===== src/rtl/rf_scan.sv =====
// rf_scan: debug read-out sequencer for the register file debug port.
// Drives ra0 and reads rd0, which is combinationally valid for the registered
// ra0. Register contents are streamed to a sink over a valid/ready handshake.
// The block can sweep x0..x(NREG-1) or read a single register.
// Optional build macro: RF_SCAN_SKIP_ZERO_EN. When it is defined, registers
// that read as zero produce no beat, and each skipped register costs one cycle.
module rf_scan #(
    parameter int NREG = 32,
    parameter int AW   = 5,
    parameter int DW   = 32
) (
    input  logic          clk,
    input  logic          rstn,
    input  logic          start,
    input  logic          single,
    input  logic [AW-1:0] sel_addr,
    output logic [AW-1:0] ra0,
    input  logic [DW-1:0] rd0,
    output logic          out_valid,
    input  logic          out_ready,
    output logic [AW-1:0] out_addr,
    output logic [DW-1:0] out_data,
    output logic          busy,
    output logic          done
);

    localparam logic [1:0] IDLE = 2'd0;
    localparam logic [1:0] READ = 2'd1;
    localparam logic [1:0] SEND = 2'd2;
    localparam logic [1:0] DONE = 2'd3;

    localparam logic [AW-1:0] LAST_ADDR = AW'(NREG - 1);

    logic [1:0]    state_r;
    logic [1:0]    state_s;
    logic [AW-1:0] ra0_r;
    logic [AW-1:0] ra0_s;
    logic          single_r;
    logic          single_s;
    logic          out_valid_r;
    logic          out_valid_s;
    logic [AW-1:0] out_addr_r;
    logic [AW-1:0] out_addr_s;
    logic [DW-1:0] out_data_r;
    logic [DW-1:0] out_data_s;
    logic          busy_r;
    logic          done_r;
    logic          last_s;

    // The sweep ends on the final index or after a single-register read.
    assign last_s = single_r || (ra0_r == LAST_ADDR);

    // Next-state and next-value logic for the sequencer.
    always_comb begin
        state_s     = state_r;
        ra0_s       = ra0_r;
        single_s    = single_r;
        out_valid_s = out_valid_r;
        out_addr_s  = out_addr_r;
        out_data_s  = out_data_r;
        case (state_r)
            IDLE: begin
                if (start) begin
                    ra0_s    = single ? sel_addr : {AW{1'b0}};
                    single_s = single;
                    state_s  = READ;
                end else begin
                    state_s = IDLE;
                end
            end
            READ: begin
`ifdef RF_SCAN_SKIP_ZERO_EN
                if (rd0 == {DW{1'b0}}) begin
                    // A zero register produces no beat.
                    if (last_s) begin
                        state_s = DONE;
                    end else begin
                        ra0_s   = ra0_r + AW'(1);
                        state_s = READ;
                    end
                end else begin
                    out_data_s  = rd0;
                    out_addr_s  = ra0_r;
                    out_valid_s = 1'b1;
                    state_s     = SEND;
                end
`else
                out_data_s  = rd0;
                out_addr_s  = ra0_r;
                out_valid_s = 1'b1;
                state_s     = SEND;
`endif
            end
            SEND: begin
                if (out_valid_r && out_ready) begin
                    out_valid_s = 1'b0;
                    if (last_s) begin
                        state_s = DONE;
                    end else begin
                        ra0_s   = ra0_r + AW'(1);
                        state_s = READ;
                    end
                end else begin
                    state_s = SEND;
                end
            end
            DONE: begin
                state_s = IDLE;
            end
            default: begin
                state_s = IDLE;
            end
        endcase
    end

    // State and output registers; busy and done are computed from the next state
    // so that both are registered and line up with the state register.
    always_ff @(posedge clk or negedge rstn) begin
        if (!rstn) begin
            state_r     <= IDLE;
            ra0_r       <= {AW{1'b0}};
            single_r    <= 1'b0;
            out_valid_r <= 1'b0;
            out_addr_r  <= {AW{1'b0}};
            out_data_r  <= {DW{1'b0}};
            busy_r      <= 1'b0;
            done_r      <= 1'b0;
        end else begin
            state_r     <= state_s;
            ra0_r       <= ra0_s;
            single_r    <= single_s;
            out_valid_r <= out_valid_s;
            out_addr_r  <= out_addr_s;
            out_data_r  <= out_data_s;
            busy_r      <= (state_s != IDLE);
            done_r      <= (state_s == DONE);
        end
    end

    assign ra0       = ra0_r;
    assign out_valid = out_valid_r;
    assign out_addr  = out_addr_r;
    assign out_data  = out_data_r;
    assign busy      = busy_r;
    assign done      = done_r;

endmodule


===== config.mk =====
export PLATFORM = sky130hd
export DESIGN_NAME = rf_scan
export DESIGN_NICKNAME = d
export VERILOG_FILES = /design/src/rtl/rf_scan.sv
export SDC_FILE = /design/constraint.sdc
export NUM_CORES = 1
export LEC_CHECK = 0
export ABC_AREA = 1
export CAP_MARGIN = 20
export CORE_UTILIZATION = 38
export CTS_CLUSTER_SIZE = 10
export DETAILED_ROUTE_END_ITERATION = 8
export PLACE_DENSITY_LB_ADDON = 0.25
export SYNTH_ARGS = -nofsm -noshare
export SYNTH_HDL_FRONTEND = slang
export SYNTH_SLANG_ARGS = --single-unit

===== constraint.sdc =====
create_clock -name clk -period 1.5 [get_ports clk]
set_input_delay 0.3 -clock clk [delete_from_list [all_inputs] [get_ports clk]]
set_output_delay 0.3 -clock clk [all_outputs]
set_load 0.005 [all_outputs]

==> flow_metrics.env <==
export IMPL_cts_max_level=2
export IMPL_cp_data_required_time_ps=1690
export IMPL_io_pins=87
export IMPL_n_antenna_cell=0
export IMPL_yosys_area_share_simple_pct=29.09
export IMPL_violations="negative setup slack"
export IMPL_grt_pass1_vias=1642
export IMPL_power_density_nw_per_um2=689.8
export IMPL_vias=1837
export IMPL_tns_ps=-140.9
export IMPL_critPathKind="reg2reg"
export IMPL_r2r_end="busy"
export IMPL_fill_cells=444
export IMPL_antenna_found_initial=0
export IMPL_place_congestion=0.8291
export IMPL_hold_viol_final=0
export IMPL_rr_worst_depth=8
export IMPL_yosysMostFrequentCell="nand2_1"
export IMPL_synthArstFlopShare_pct=100.0
export IMPL_drc=0
export IMPL_vias_per_cell=4.536
export IMPL_hp_class="in2async"
export IMPL_relSlewSlack_pct=55.39
export IMPL_synthMuxAreaShare_pct=0
export IMPL_grt_pass1_wl_microns=7410
export IMPL_ir_drop_uv=530.8
export IMPL_leakagePower_nw=1.527
export IMPL_whs_ps=452.9
export IMPL_row_count=26
export IMPL_synth_top_area_cell="dfrtp_1"
export IMPL_netlist_area_sq_um=1996
export IMPL_synth_main_ff_cell="dfrtp_1"
export IMPL_clock_latency_ps=290
export IMPL_synth_xor_area_share_pct=0
export IMPL_overflow=0
export IMPL_setup_violations=6
export IMPL_drt_wirelength_per_cell_microns=12.47
export IMPL_cts_sinks=48
export IMPL_setup_worst_path_start_class="flop"
export IMPL_synthCells=229
export IMPL_syn2layout_area_growth_pct=62.19
export IMPL_synth_area_top_cells="dfrtp_1 60%, nand2_1 23%, o21ai_1 2.5%, nand3_1 2.3%, buf_2 1.8%"
export IMPL_synth_distinct_cells=18
export IMPL_drtAntennaViolNets=0
export IMPL_final_cells=405
export IMPL_r2r_start="ra0[1]"
export IMPL_fmax_mhz=649.3
export IMPL_cts_tree="yes"
export IMPL_first_iter_violations=108
export IMPL_fin_skew_ps=2.487
export IMPL_grt_usage_pct=17.71
export IMPL_portBuffers=86
export IMPL_drt_wl_total_microns=5051
export IMPL_yosysWarnings=0
export IMPL_synth_compound_area_share_pct=5.141
export IMPL_final_nets=378
export IMPL_period_share_pct=102.7
export IMPL_yosys_top_cells_count="123 x nand2_1, 48 x dfrtp_1, 10 x o21ai_1, 9 x inv_1, 9 x nand3_1"
export IMPL_period_minus_slack_ps=1540
export IMPL_dpl_hpwl_microns=3466
export IMPL_drv_slew=0
export IMPL_post_place_ws_ps=-65.44
export IMPL_dpl_cell_area_sq_um=2975
export IMPL_numCtsBuffers=5
export IMPL_worst_path_max_fanout=3
export IMPL_cp_endpoint="busy"
export IMPL_outcome="finished with violations"
export IMPL_grt_max_degree=43
export IMPL_end_kind="flop"
export IMPL_synth_top_area_share_pct=60.19
export IMPL_numPlacedInstances=385
export IMPL_worst_slew_pin_slew_ps=668.2
export IMPL_cts_root_buf="clkbuf_8"
export IMPL_maxCapViolCount=0
export IMPL_rrSetupSlack_ps=-40
export IMPL_die_y_microns=74.47
export IMPL_synth_top_family_by_area="simple AND/OR/NAND/NOR gates"
export IMPL_fin_ws_ps=-40.09
export IMPL_final_area_sq_um=3237
export IMPL_initial_core_util_pct=39.32
export IMPL_rsz0062_at_grt="yes"
export IMPL_synth_yosys_seq_area_share_pct=60.19
export IMPL_layout_drive_gt1_share_pct=14.33
export IMPL_cp_data_arrival_time_ps=1730
export IMPL_avgSynthCellArea_sq_um=8.715
export IMPL_die_area_sq_um=5546
export IMPL_synth_edf_count=0
export IMPL_cts_buffer_depth=2
export IMPL_clkSlewWorstSetupHoldPaths_ps=90
export IMPL_synth_fa_ha_area_share_pct=1.254
export IMPL_synth_fp_nets=273
export IMPL_synth_seq_cells=48
export IMPL_die_x_microns=74.47
export IMPL_first_pass_iters=4
export IMPL_crit_path_start="ra0[1]"
export IMPL_core_sq_um=5075
## metal layers
metal	GRT usage [%]	vias up	routed length [microns]
met5	0	-	0
met4	4.403	0	35
met3	5.014	5	349
met2	29.83	69	2411
met1	22.53	849	2255
li1	-	914	-
## timing repair
action,CTS,global route
gates cloned,1,0
pin swaps,3,9
endpoints found under the hold margin,14,0
setup buffers,3,7
hold buffers,1,0
resized for setup,6,29
setup endpoints to repair,10,30
## layout by cell type, fill, tap and decap left out, drive strengths merged
| cell | count |
|---|---|
| nor2 | 6 |
| clkbuf | 8 |
| nand4 | 1 |
| inv | 13 |
| clkinvlp | 1 |
| o21ai | 15 |
| dlygate4sd3 | 1 |
| or2 | 1 |
| dlygate4sd2 | 3 |
| ha | 2 |
| clkdlybuf4s50 | 59 |
| a21oi | 1 |
| dfrtp | 48 |
| dlymetal6s2s | 22 |
| nand3 | 9 |
| buf | 18 |
| nand2 | 127 |
## per-stage QoR
stage	utilization, %	power [mW]
finish	63.78	2.233
CTS	61.29	2.259
global route	63.78	2.331
global placement	58.63	1.464
floorplan	-	1.320
detailed placement	58.63	1.463
## flip-flops by register name, summed over array words and instances (netlist names)
signal,count
out_valid,1
single_r,1
out_data,32
out_addr,5
state_r,2
busy,1
done,1
ra0,5
## layout make-up
cell class | instances | area, sq um | area share [%]
clock buffers | 7 | 86.33 | 2.667
inverters | 13 | 51.30 | 1.585
well taps | 70 | 87.58 | 2.706
clock inverters | 1 | 7.507 | 0.2319
multi-input cells | 162 | 750.7 | 23.19
repair buffers | 104 | 1052 | 32.51
flip-flops and latches | 48 | 1201 | 37.11
## power by group
part           total, mW  switching [mW]  internal [mW]
sequential          1.29               0           1.29
clock              0.796           0.421          0.375
combinational      0.144          0.0444          0.100
total               2.23           0.465           1.77
## worst max-delay path, stage by stage, from the launching register on
cell and delay (ps):
dfrtp_1 400, ha_2 200, nand2_2 70, nor2_2 40, ha_2 170, buf_4 140, o21ai_4 130, nand2_2 70
or2_1 200
## kinds of logic (layout without fill, tap and decap cells)
logic type / after synthesis / count (layout)
AND/OR/NAND/NOR: 143 / 144
flip-flops: 48 / 48
buffers and inverters: 20 / 125
AO/OA/AOI/OAI: 16 / 16
adder cells (fa/ha/maj): 2 / 2
## worst min path at each step
stage | start | to
floorplan | rstn | busy
CTS | rstn | out_data[25]
global route | rstn | out_data[31]
finish | rstn | out_data[31]
detailed placement | rstn | out_data[25]
global placement | rstn | out_data[31]
Power figures use the tool's default switching activity.
